--- config.mk ---
export PLATFORM = sky130hd
export DESIGN_NAME = dispatch_credit_ctrl_flat
export DESIGN_NICKNAME = d
export VERILOG_FILES = /design/src/rtl/dispatch_credit_ctrl_if.sv /design/src/rtl/dispatch_credit_ctrl.sv /design/src/flat_wrapper.sv
export SDC_FILE = /design/constraint.sdc
export NUM_CORES = 1
export LEC_CHECK = 0
export ABC_AREA = 1
export BUFFER_PORTS_ARGS = -buffer_cell sky130_fd_sc_hd__buf_2
export CORE_MARGIN = 8
export CORE_UTILIZATION = 40
export DETAILED_ROUTE_END_ITERATION = 10
export PLACE_DENSITY = 0.74
export SLEW_MARGIN = 20
export SYNTH_ARGS = -nofsm -noshare
export SYNTH_HDL_FRONTEND = slang
export SYNTH_SLANG_ARGS = --single-unit
--- constraint.sdc ---
create_clock -name clk -period 1.43 [get_ports clk]
set_input_delay 0.286 -clock clk [delete_from_list [all_inputs] [get_ports clk]]
set_output_delay 0.286 -clock clk [all_outputs]
set_load 0.05 [all_outputs]
--- src/rtl/dispatch_credit_ctrl_if.sv ---
// Dispatch credit bus: dispatcher/unit events in, occupancy and stall flags out.
// DSP_STALL_STATS_EN adds the stall_cyc/stall_cause statistics signals.
interface dispatch_credit_ctrl_if #(
  parameter int unsigned CNT_W = 5
);
  logic             rdy;
  logic             rollback_signal;
  logic             instr_rdy_2rob;
  logic             ena_rs;
  logic             ena_lsb;
  logic             rob_commit;
  logic             rs_issue;
  logic             lsb_issue;
  logic [CNT_W-1:0] lsb_keep_cnt;
  logic             is_full;
  logic             rob_full;
  logic             rs_full;
  logic             lsb_full;
  logic [CNT_W-1:0] rob_cnt;
  logic [CNT_W-1:0] rs_cnt;
  logic [CNT_W-1:0] lsb_cnt;
  logic             err_flag;
`ifdef DSP_STALL_STATS_EN
  logic [31:0]      stall_cyc;
  logic [2:0]       stall_cause;
`endif

  modport slave (
    input  rdy, rollback_signal, instr_rdy_2rob, ena_rs, ena_lsb,
           rob_commit, rs_issue, lsb_issue, lsb_keep_cnt,
    output is_full, rob_full, rs_full, lsb_full, rob_cnt, rs_cnt, lsb_cnt, err_flag
`ifdef DSP_STALL_STATS_EN
    , output stall_cyc, stall_cause
`endif
  );

  modport master (
    output rdy, rollback_signal, instr_rdy_2rob, ena_rs, ena_lsb,
           rob_commit, rs_issue, lsb_issue, lsb_keep_cnt,
    input  is_full, rob_full, rs_full, lsb_full, rob_cnt, rs_cnt, lsb_cnt, err_flag
`ifdef DSP_STALL_STATS_EN
    , input stall_cyc, stall_cause
`endif
  );
endinterface

--- src/rtl/dispatch_credit_ctrl.sv ---
// Occupancy/credit tracker for ROB, RS and LSB; sole source of the dispatcher's is_full stall.
// Optional stall statistics are built when DSP_STALL_STATS_EN is defined.
module dispatch_credit_ctrl #(
  parameter int unsigned ROB_SIZE = 16,
  parameter int unsigned RS_SIZE  = 16,
  parameter int unsigned LSB_SIZE = 16,
  parameter int unsigned CNT_W    = 5
) (
  input logic                  clk,
  input logic                  rst,
  dispatch_credit_ctrl_if.slave bus
);
  localparam logic [CNT_W-1:0] RobMax = CNT_W'(ROB_SIZE);
  localparam logic [CNT_W-1:0] RsMax  = CNT_W'(RS_SIZE);
  localparam logic [CNT_W-1:0] LsbMax = CNT_W'(LSB_SIZE);

  logic [CNT_W-1:0] rob_cnt_q, rob_cnt_d;
  logic [CNT_W-1:0] rs_cnt_q, rs_cnt_d;
  logic [CNT_W-1:0] lsb_cnt_q, lsb_cnt_d;
  logic             err_q, err_d;
  logic             rob_full, rs_full, lsb_full, is_full;
  logic [CNT_W:0]   rob_u, rs_u, lsb_u;

  // Returns {saturated, next_count}; alloc+release together leaves the count alone.
  function automatic logic [CNT_W:0] upd(input logic [CNT_W-1:0] cnt, input logic alloc,
                                         input logic rel, input logic [CNT_W-1:0] lim);
    logic [CNT_W:0] r;
    r = {1'b0, cnt};
    if (alloc && !rel) begin
      if (cnt >= lim) r = {1'b1, lim};
      else            r = {1'b0, cnt + CNT_W'(1)};
    end else if (rel && !alloc) begin
      if (cnt == '0)  r = {1'b1, {CNT_W{1'b0}}};
      else            r = {1'b0, cnt - CNT_W'(1)};
    end
    return r;
  endfunction

  // The pending registered enable is charged; same-cycle releases are not credited.
  always_comb begin
    rob_full = rst || (({1'b0, rob_cnt_q} + (CNT_W+1)'(bus.instr_rdy_2rob)) >= {1'b0, RobMax});
    rs_full  = rst || (({1'b0, rs_cnt_q} + (CNT_W+1)'(bus.ena_rs)) >= {1'b0, RsMax});
    lsb_full = rst || (({1'b0, lsb_cnt_q} + (CNT_W+1)'(bus.ena_lsb)) >= {1'b0, LsbMax});
    is_full  = rob_full || rs_full || lsb_full;
  end

  always_comb begin
    rob_u     = upd(rob_cnt_q, bus.instr_rdy_2rob, bus.rob_commit, RobMax);
    rs_u      = upd(rs_cnt_q, bus.ena_rs, bus.rs_issue, RsMax);
    lsb_u     = upd(lsb_cnt_q, bus.ena_lsb, bus.lsb_issue, LsbMax);
    rob_cnt_d = rob_cnt_q;
    rs_cnt_d  = rs_cnt_q;
    lsb_cnt_d = lsb_cnt_q;
    err_d     = err_q;
    if (!bus.rdy) begin
      // Dispatcher holds its enables while paused; counting them would double-count.
    end else if (bus.rollback_signal) begin
      rob_cnt_d = '0;
      rs_cnt_d  = '0;
      if (bus.lsb_keep_cnt > LsbMax) begin
        lsb_cnt_d = LsbMax;
        err_d     = 1'b1;
      end else begin
        lsb_cnt_d = bus.lsb_keep_cnt;
      end
    end else begin
      rob_cnt_d = rob_u[CNT_W-1:0];
      rs_cnt_d  = rs_u[CNT_W-1:0];
      lsb_cnt_d = lsb_u[CNT_W-1:0];
      err_d     = err_q || rob_u[CNT_W] || rs_u[CNT_W] || lsb_u[CNT_W] ||
                  (bus.instr_rdy_2rob != (bus.ena_rs || bus.ena_lsb));
    end
  end

  always_ff @(posedge clk) begin
    if (rst) begin
      rob_cnt_q <= '0;
      rs_cnt_q  <= '0;
      lsb_cnt_q <= '0;
      err_q     <= 1'b0;
    end else begin
      rob_cnt_q <= rob_cnt_d;
      rs_cnt_q  <= rs_cnt_d;
      lsb_cnt_q <= lsb_cnt_d;
      err_q     <= err_d;
    end
  end

  assign bus.is_full  = is_full;
  assign bus.rob_full = rob_full;
  assign bus.rs_full  = rs_full;
  assign bus.lsb_full = lsb_full;
  assign bus.rob_cnt  = rob_cnt_q;
  assign bus.rs_cnt   = rs_cnt_q;
  assign bus.lsb_cnt  = lsb_cnt_q;
  assign bus.err_flag = err_q;

`ifdef DSP_STALL_STATS_EN
  logic [31:0] stall_cyc_q, stall_cyc_d;
  logic [2:0]  stall_cause_q, stall_cause_d;

  always_comb begin
    stall_cyc_d   = stall_cyc_q;
    stall_cause_d = stall_cause_q;
    if (bus.rdy && !bus.rollback_signal && is_full) begin
      stall_cyc_d   = stall_cyc_q + 32'd1;
      stall_cause_d = {lsb_full, rs_full, rob_full};
    end
  end

  always_ff @(posedge clk) begin
    if (rst) begin
      stall_cyc_q   <= '0;
      stall_cause_q <= '0;
    end else begin
      stall_cyc_q   <= stall_cyc_d;
      stall_cause_q <= stall_cause_d;
    end
  end

  assign bus.stall_cyc   = stall_cyc_q;
  assign bus.stall_cause = stall_cause_q;
`endif
endmodule

--- src/flat_wrapper.sv ---
// flat-port wrapper written by rule: the top's interface ports become plain ports
module dispatch_credit_ctrl_flat 
#(
  parameter int unsigned ROB_SIZE = 16,
  parameter int unsigned RS_SIZE  = 16,
  parameter int unsigned LSB_SIZE = 16,
  parameter int unsigned CNT_W    = 5
)
  (clk, rst, bus_rdy, bus_rollback_signal, bus_instr_rdy_2rob, bus_ena_rs, bus_ena_lsb, bus_rob_commit, bus_rs_issue, bus_lsb_issue, bus_lsb_keep_cnt, bus_is_full, bus_rob_full, bus_rs_full, bus_lsb_full, bus_rob_cnt, bus_rs_cnt, bus_lsb_cnt, bus_err_flag);
  dispatch_credit_ctrl_if #(.CNT_W(CNT_W)) bus_i ();
  input logic clk;
  input logic rst;
  input wire logic [$bits(bus_i.rdy)-1:0] bus_rdy;
  input wire logic [$bits(bus_i.rollback_signal)-1:0] bus_rollback_signal;
  input wire logic [$bits(bus_i.instr_rdy_2rob)-1:0] bus_instr_rdy_2rob;
  input wire logic [$bits(bus_i.ena_rs)-1:0] bus_ena_rs;
  input wire logic [$bits(bus_i.ena_lsb)-1:0] bus_ena_lsb;
  input wire logic [$bits(bus_i.rob_commit)-1:0] bus_rob_commit;
  input wire logic [$bits(bus_i.rs_issue)-1:0] bus_rs_issue;
  input wire logic [$bits(bus_i.lsb_issue)-1:0] bus_lsb_issue;
  input wire logic [$bits(bus_i.lsb_keep_cnt)-1:0] bus_lsb_keep_cnt;
  output wire logic [$bits(bus_i.is_full)-1:0] bus_is_full;
  output wire logic [$bits(bus_i.rob_full)-1:0] bus_rob_full;
  output wire logic [$bits(bus_i.rs_full)-1:0] bus_rs_full;
  output wire logic [$bits(bus_i.lsb_full)-1:0] bus_lsb_full;
  output wire logic [$bits(bus_i.rob_cnt)-1:0] bus_rob_cnt;
  output wire logic [$bits(bus_i.rs_cnt)-1:0] bus_rs_cnt;
  output wire logic [$bits(bus_i.lsb_cnt)-1:0] bus_lsb_cnt;
  output wire logic [$bits(bus_i.err_flag)-1:0] bus_err_flag;
  assign bus_i.rdy = bus_rdy;
  assign bus_i.rollback_signal = bus_rollback_signal;
  assign bus_i.instr_rdy_2rob = bus_instr_rdy_2rob;
  assign bus_i.ena_rs = bus_ena_rs;
  assign bus_i.ena_lsb = bus_ena_lsb;
  assign bus_i.rob_commit = bus_rob_commit;
  assign bus_i.rs_issue = bus_rs_issue;
  assign bus_i.lsb_issue = bus_lsb_issue;
  assign bus_i.lsb_keep_cnt = bus_lsb_keep_cnt;
  assign bus_is_full = bus_i.is_full;
  assign bus_rob_full = bus_i.rob_full;
  assign bus_rs_full = bus_i.rs_full;
  assign bus_lsb_full = bus_i.lsb_full;
  assign bus_rob_cnt = bus_i.rob_cnt;
  assign bus_rs_cnt = bus_i.rs_cnt;
  assign bus_lsb_cnt = bus_i.lsb_cnt;
  assign bus_err_flag = bus_i.err_flag;
  dispatch_credit_ctrl #(.ROB_SIZE(ROB_SIZE), .RS_SIZE(RS_SIZE), .LSB_SIZE(LSB_SIZE), .CNT_W(CNT_W)) u_core (.clk(clk), .rst(rst), .bus(bus_i));
endmodule
==> impl_metrics.csv, run 1 <==
group,metric,value,unit
status,status,"complete, but fails checks",
status,violations,"setup timing",
yosys,netlist_top_cells_count,"46 x nand2_1, 28 x inv_1, 25 x nand3_1",
floorplanning,die-area,0.00557,mm²
yosys,synth_ff_type,"dfxtp_1",
clock_network,clockBufferDepth,2,
clock_network,cts_buffers,3,
worst_setup_path,crit_arrival,1.31,ns
worst_setup_path,critPathBufInv,1,
placement,numPortBuffers,34,
drt,via_per_inst,5.10,
drt,dr.pass1.iters,5,
drt,route.detailed.drc,0,
sta,drv_slew,0,
worst_setup_path,cp_slowest_cell,"dfxtp_4",
layout,postLayoutCoreUtil,0.565,
floorplanning,core,0.00331,mm²
sta,worst_pin_slew,0.254,ns
yosys,synth.area.top_cells,"dfxtp_1 23%, nand2_1 13%, nand3_1 9.1%",
worst_setup_path,crit_type,"reg -> out",
layout,fill_cells,323,
floorplanning,placement_rows,21,
clock_network,insertion_delay,0.29,ns
drt,vias,1623,
sta,fin_skew,0.00444,ns
power,power.density,602,mW/mm²
power,power_switching,0.429,mW
yosys,synth-edff-count,0,
floorplanning,start_util,0.416,
yosys,ys_types,29,
placement,dp_slack,-0.00125,ns
power,internal_power,0.695,mW
placement,gp_congestion,0.874,
sta,slew-limit-headroom,0.832,
worst_setup_path,critPathLaunchType,"flop",
power,irDropWorstVdd,295,µV
sta,worst_slack,-0.169,ns
layout,layout.nets,295,
power,pwr-share-clk,0.213,
worst_setup_path,slowest_delay,0.37,ns
sta,hold_viol,0,
power,p_leak,0.935,nW
clock_network,cts_num_sinks,16,
clock_network,cts_root_buf,"clkbuf_4",
drt,drtIter0Drc,100,
sta,fmax,625,MHz
yosys,syn_area_per_cell,6.14,µm²
clock_network,cts-htree-levels,1,
global_route,antenna_found_initial,0,
layout,drive_gt1_frac,0.393,
clock_network,clkTransAtPathRegs,0.09,ns
sta,finalCritPeriodShare,1.12,
worst_setup_path,cp-end-kind,"primary output",
yosys,yosysSeqAreaShare,0.233,
clock_network,cts.hold.buffers_added,0,
floorplanning,die_height,74.7,µm
power,p_total,1.12,mW
yosys,synthesis.nets,245,
drt,drt-wirelength-per-cell,13.0,µm
worst_setup_path,path_delay_family,"simple AND/OR/NAND/NOR gates",
drt,routed_wl,4.13,mm
layout,n_antenna_cell,0,
yosys,yosysTopAreaCellShare,0.233,
drt,drtAntennaViolNets,0,
worst_setup_path,cp_data_required_time,1.14,ns
sta,period_needed,1.60,ns
floorplanning,num_io_pins,35,
yosys,yosys.area.top_type,"dfxtp_1",
yosys,async_flop_share,0,
global_route,grt_start_max_net_pins,11,
sta,rsz0062_at_grt,"true",
yosys,syn-instance-count,224,
power,power_frac_comb,0.374,
power,seq_power_share,0.413,
yosys,synth_area,0.00138,mm²
global_route,grt_pass1_wl,6.70,mm
global_route,grt_pass1_vias,1497,
power,p_sw_frac,0.382,
global_route,grt_overflow,0,
job,cap_violations,0,
layout,area_growth,35.8,%
clock_network,cts_tree,"built",
worst_setup_path,crit_fanout,5,
floorplanning,die_w,74.7,µm
worst_hold_path,hp-class,"in -> reg",
worst_setup_path,path_cells,"nand4_1, nor2_2, nor3_2, nand3_2, buf_6",
yosys,synth_seq_cells,16,
placement,hpwl,2.99,mm
global_route,grt_usage,0.153,
sta,whs,0.303,ns
sta,setup_violations,4,
yosys,yosysMostFrequentCell,"nand2_1",
yosys,yosys_warnings,0,
worst min-delay path, delay by kind of cell:
family / cells / cell delay, ns
compound gates: 2 / 0.18
buf+inv: 1 / 0.09
cells by family (layout without fill, tap and decap cells):
family / after synthesis / count (layout) / synth area share
flip-flops: 16 / 16 / 0.233
XOR/XNOR: 7 / 7 / 0.0445
buffers and inverters: 38 / 86 / 0.112
adder cells (fa/ha/maj): 6 / 6 / 0.0545
AO/OA/AOI/OAI: 43 / 43 / 0.170
AND/OR/NAND/NOR: 114 / 114 / 0.386
per-stage QoR:
stage	cell area, µm²	setup TNS (ns)	std cells
finish	1870	-0.417	318
floorplan	1410	-0.129	224
detailed placement	1680	-0.00125	309
global placement	1680	0	309
CTS	1800	-0.458	317
global route	1870	-0.705	318
final timing paths:
kind,slack (ns),startpoint,endpoint,cells after the start
worst max-delay path,-0.17,u_core.bus.rs_cnt[1]$_SDFFE_PP0P_,bus_is_full,5
worst min-delay path,0.30,bus_lsb_keep_cnt[3],u_core.bus.lsb_cnt[3]$_SDFFE_PP0P_,3
worst max register to register,0.07,u_core.bus.lsb_cnt[0]$_SDFFE_PP0P_,u_core.bus.lsb_cnt[0]$_SDFFE_PP0P_,8
worst min register to register,0.47,u_core.bus.err_flag$_SDFFE_PP0P_,u_core.bus.err_flag$_SDFFE_PP0P_,2
placed cells by master (no fill, tap or decap), types with 3 or more instances in the layout:
cell type and instances:
a21oi_1 19, buf_2 30, buf_4 15, clkbuf_4 3, dfxtp_2 5, dfxtp_4 9, ha_1 3, ha_4 3
inv_1 24, inv_2 8, nand2_1 41, nand2_2 10, nand3_1 24, nand4_1 6, nor2_1 16, nor2_2 8
nor2_4 3, o21ai_0 6, o21ai_1 9, xnor2_1 4, xor2_1 3
registers in the layout (all words and copies together) (netlist names):
name,flops
u_core.bus.lsb_cnt,5
u_core.bus.rs_cnt,5
u_core.bus.rob_cnt,5
u_core.bus.err_flag,1
power by group through the flow:
stage / logic (mW) / registers [mW] / clock network (mW)
after floorplan: 0.208 / 0.539 / 0
after global placement: 0.365 / 0.485 / 0
after detailed placement: 0.366 / 0.486 / 0
after CTS: 0.399 / 0.465 / 0.253
after global routing: 0.461 / 0.466 / 0.276
final: 0.421 / 0.464 / 0.239
metal layers:
| metal | vias to the layer above | wire length (µm) | global-route usage |
|---|---|---|---|
| li1 | 831 | - | - |
| met4 | 0 | 72 | 0.0717 |
| met2 | 52 | 1880 | 0.243 |
| met5 | - | 0 | 0 |
| met3 | 7 | 378 | 0.0373 |
| met1 | 733 | 1800 | 0.188 |
final cells by class:
cell class                      instances  area [µm²]  area share
Inverter                               34         133      0.0710
Sequential cell                        16         360       0.193
Tap cell                               46        57.6      0.0308
Multi-Input combinational cell        170         981       0.525
Clock buffer                            3        22.5      0.0120
Timing Repair Buffer                   49         315       0.169
timing repair:
action | CTS | global route
resized for setup | 18 | 19
endpoints found under the setup margin | 4 | 16
pin swaps | 6 | 7
setup buffers | 5 | 1
Note: power is estimated with default switching activity, not from simulation.
==> run 2: changes to the inputs <==
--- a/config.mk
+++ b/config.mk
@@ -9,6 +9,7 @@
 export BUFFER_PORTS_ARGS = -buffer_cell sky130_fd_sc_hd__buf_2
 export CORE_MARGIN = 8
 export CORE_UTILIZATION = 40
+export CTS_BUF_LIST = sky130_fd_sc_hd__clkbuf_8 sky130_fd_sc_hd__clkbuf_16
 export DETAILED_ROUTE_END_ITERATION = 10
 export PLACE_DENSITY = 0.74
 export SLEW_MARGIN = 20
==> impl_metrics.csv, run 2 (synthesized netlist as in run 1, its figures left out) <==
group,metric,value,unit
power,p_leak,0.940,nW
worst_hold_path,holdPathEnd,"u_core.bus.lsb_cnt[3]$_SDFFE_PP0P_",
worst_hold_path,min_path_cells,3,
sta,fin_skew,0.00402,ns
worst_setup_path,slowest_delay,0.34,ns
sta,finalCritPeriodShare,1.07,
power,power.density,651,mW/mm²
worst_setup_path,crit_arrival,1.24,ns
global_route,met1_usage,0.187,
sta,tns,-0.188,ns
layout,fin_area,0.00188,mm²
sta,period_needed,1.53,ns
worst_setup_path,cp-end-kind,"primary output",
placement,numPortBuffers,34,
clock_network,cts_root_buf,"clkbuf_8",
layout,final-seq-area,359,µm²
status,violations,"setup timing",
worst_setup_path,r2r_start,"u_core.bus.lsb_cnt[0]$_SDFFE_PP0P_",
drt,route.detailed.drc,0,
clock_network,cts_num_sinks,16,
floorplanning,core,0.00331,mm²
job,cap_violations,0,
drt,drtAntennaViolNets,0,
floorplanning,die_w,74.7,µm
placement,place_area,0.00168,mm²
drt,drt-wirelength-per-cell,13.0,µm
placement,gp_congestion,0.874,
drt,vias,1629,
global_route,grt_pass1_wl,6.76,mm
worst_setup_path,reg2reg_slack,0.07,ns
layout,layout_common_cells,"42 x nand2_1, 30 x buf_2, 24 x inv_1, 24 x nand3_1, 19 x a21oi_1",
global_route,use_met2,0.250,
worst_setup_path,crit_type,"reg -> out",
status,status,"complete, but fails checks",
worst_setup_path,critPathBufInv,1,
clock_network,cts_buffers,3,
floorplanning,die_height,74.7,µm
clock_network,cts.hold.buffers_added,0,
clock_network,cts_tree,"built",
worst_setup_path,cp_data_required_time,1.14,ns
global_route,grt_start_max_net_pins,11,
worst_hold_path,min_from,"bus_lsb_keep_cnt[3]",
layout,drive_gt1_frac,0.386,
global_route,grtUsageMet3,0.0373,
drt,via_per_inst,5.12,
global_route,grt_pass1_vias,1510,
sta,worst_pin_slew,0.324,ns
clock_network,clockBufferDepth,2,
layout,final_common_cell,"nand2_1",
worst_setup_path,rr_worst_depth,8,
sta,slew-limit-headroom,0.784,
worst_hold_path,hp-class,"in -> reg",
power,irDropWorstVdd,337,µV
clock_network,cts-htree-levels,1,
layout,layout.nets,295,
sta,rsz0062_at_grt,"true",
floorplanning,die-area,0.00557,mm²
drt,dr.pass1.iters,4,
floorplanning,placement_rows,21,
worst_setup_path,cp_slowest_cell,"dfxtp_4",
global_route,grt_usage,0.153,
worst_setup_path,path_cells,"nand4_1, nor2_2, nor3_2, nand3_2, buf_6",
global_route,grt_overflow,0,
worst_setup_path,reg2reg_to,"u_core.bus.lsb_cnt[0]$_SDFFE_PP0P_",
sta,fmax,655,MHz
clock_network,insertion_delay,0.25,ns
sta,hold_viol,0,
layout,multi_input_area,968,µm²
drt,routed_wl,4.15,mm
layout,n_antenna_cell,0,
placement,dp_slack,-0.00125,ns
drt,drtIter0Drc,115,
worst_setup_path,crit_fanout,2,
sta,worst_slack,-0.0965,ns
global_route,top_usage_layer,"met2",
floorplanning,num_io_pins,35,
sta,setup_violations,4,
worst_setup_path,path_delay_family,"simple AND/OR/NAND/NOR gates",
worst_setup_path,critPathLaunchType,"flop",
clock_network,clkTransAtPathRegs,0.06,ns
floorplanning,start_util,0.416,
layout,fill_cells,329,
layout,area_growth,36.5,%
sta,drv_slew,0,
global_route,antenna_found_initial,0,
placement,hpwl,2.99,mm
==> run 2: timing repair <==
item | in CTS | in global routing
setup buffers | 6 | 0
setup endpoints to repair | 4 | 17
pin swaps | 6 | 6
resized for setup | 20 | 15
==> run 2: per-layer routing <==
| metal | vias to the layer above | share of wire |
|---|---|---|
| met5 | - | 0 |
| met4 | 0 | 0.013 |
| met3 | 4 | 0.094 |
| met2 | 62 | 0.46 |
| met1 | 736 | 0.43 |
| li1 | 827 | - |
==> run 2: area by class of cell <==
cell class,count,share of cell area
tap,46,0.0306
sequential,16,0.191
multi-input combinational,170,0.515
clock buffer,3,0.0220
timing repair buffer,49,0.172
inverter,34,0.0692
==> run 2: per-stage QoR <==
step	power, mW	cells	utilization	hold slack, ns
after floorplan	0.747	224	-	0.466
after global placement	0.850	309	0.509	0.447
after detailed placement	0.852	309	0.509	0.451
after CTS	1.21	318	0.553	0.336
after global routing	1.29	318	0.568	0.364
final	1.22	318	0.568	0.342
==> run 2: worst max path at each step <==
stage                                           start           to  slack, ns  cells after the start
floorplan           u_core.bus.rs_cnt[2]$_SDFFE_PP0P_  bus_is_full      -0.13                      5
finish              u_core.bus.rs_cnt[2]$_SDFFE_PP0P_  bus_is_full       -0.1                      5
global route        u_core.bus.rs_cnt[2]$_SDFFE_PP0P_  bus_is_full      -0.18                      5
CTS                 u_core.bus.rs_cnt[2]$_SDFFE_PP0P_  bus_is_full      -0.12                      5
detailed placement                         bus_ena_rs  bus_is_full     -0.001                      6
global placement    u_core.bus.rs_cnt[1]$_SDFFE_PP0P_  bus_is_full       0.03                      5
==> run 2: worst min-delay path, stage by stage <==
cell and delay, ns:
buf_2 0.09, a21oi_1 0.05, a21oi_1 0.13
==> run 2: where the power goes <==
| group | internal [mW] | switching, mW | leakage, nW |
|---|---|---|---|
| clock | 0.187 | 0.151 | 0.0216 |
| combinational | 0.147 | 0.274 | 0.780 |
| sequential | 0.451 | 0.0139 | 0.139 |
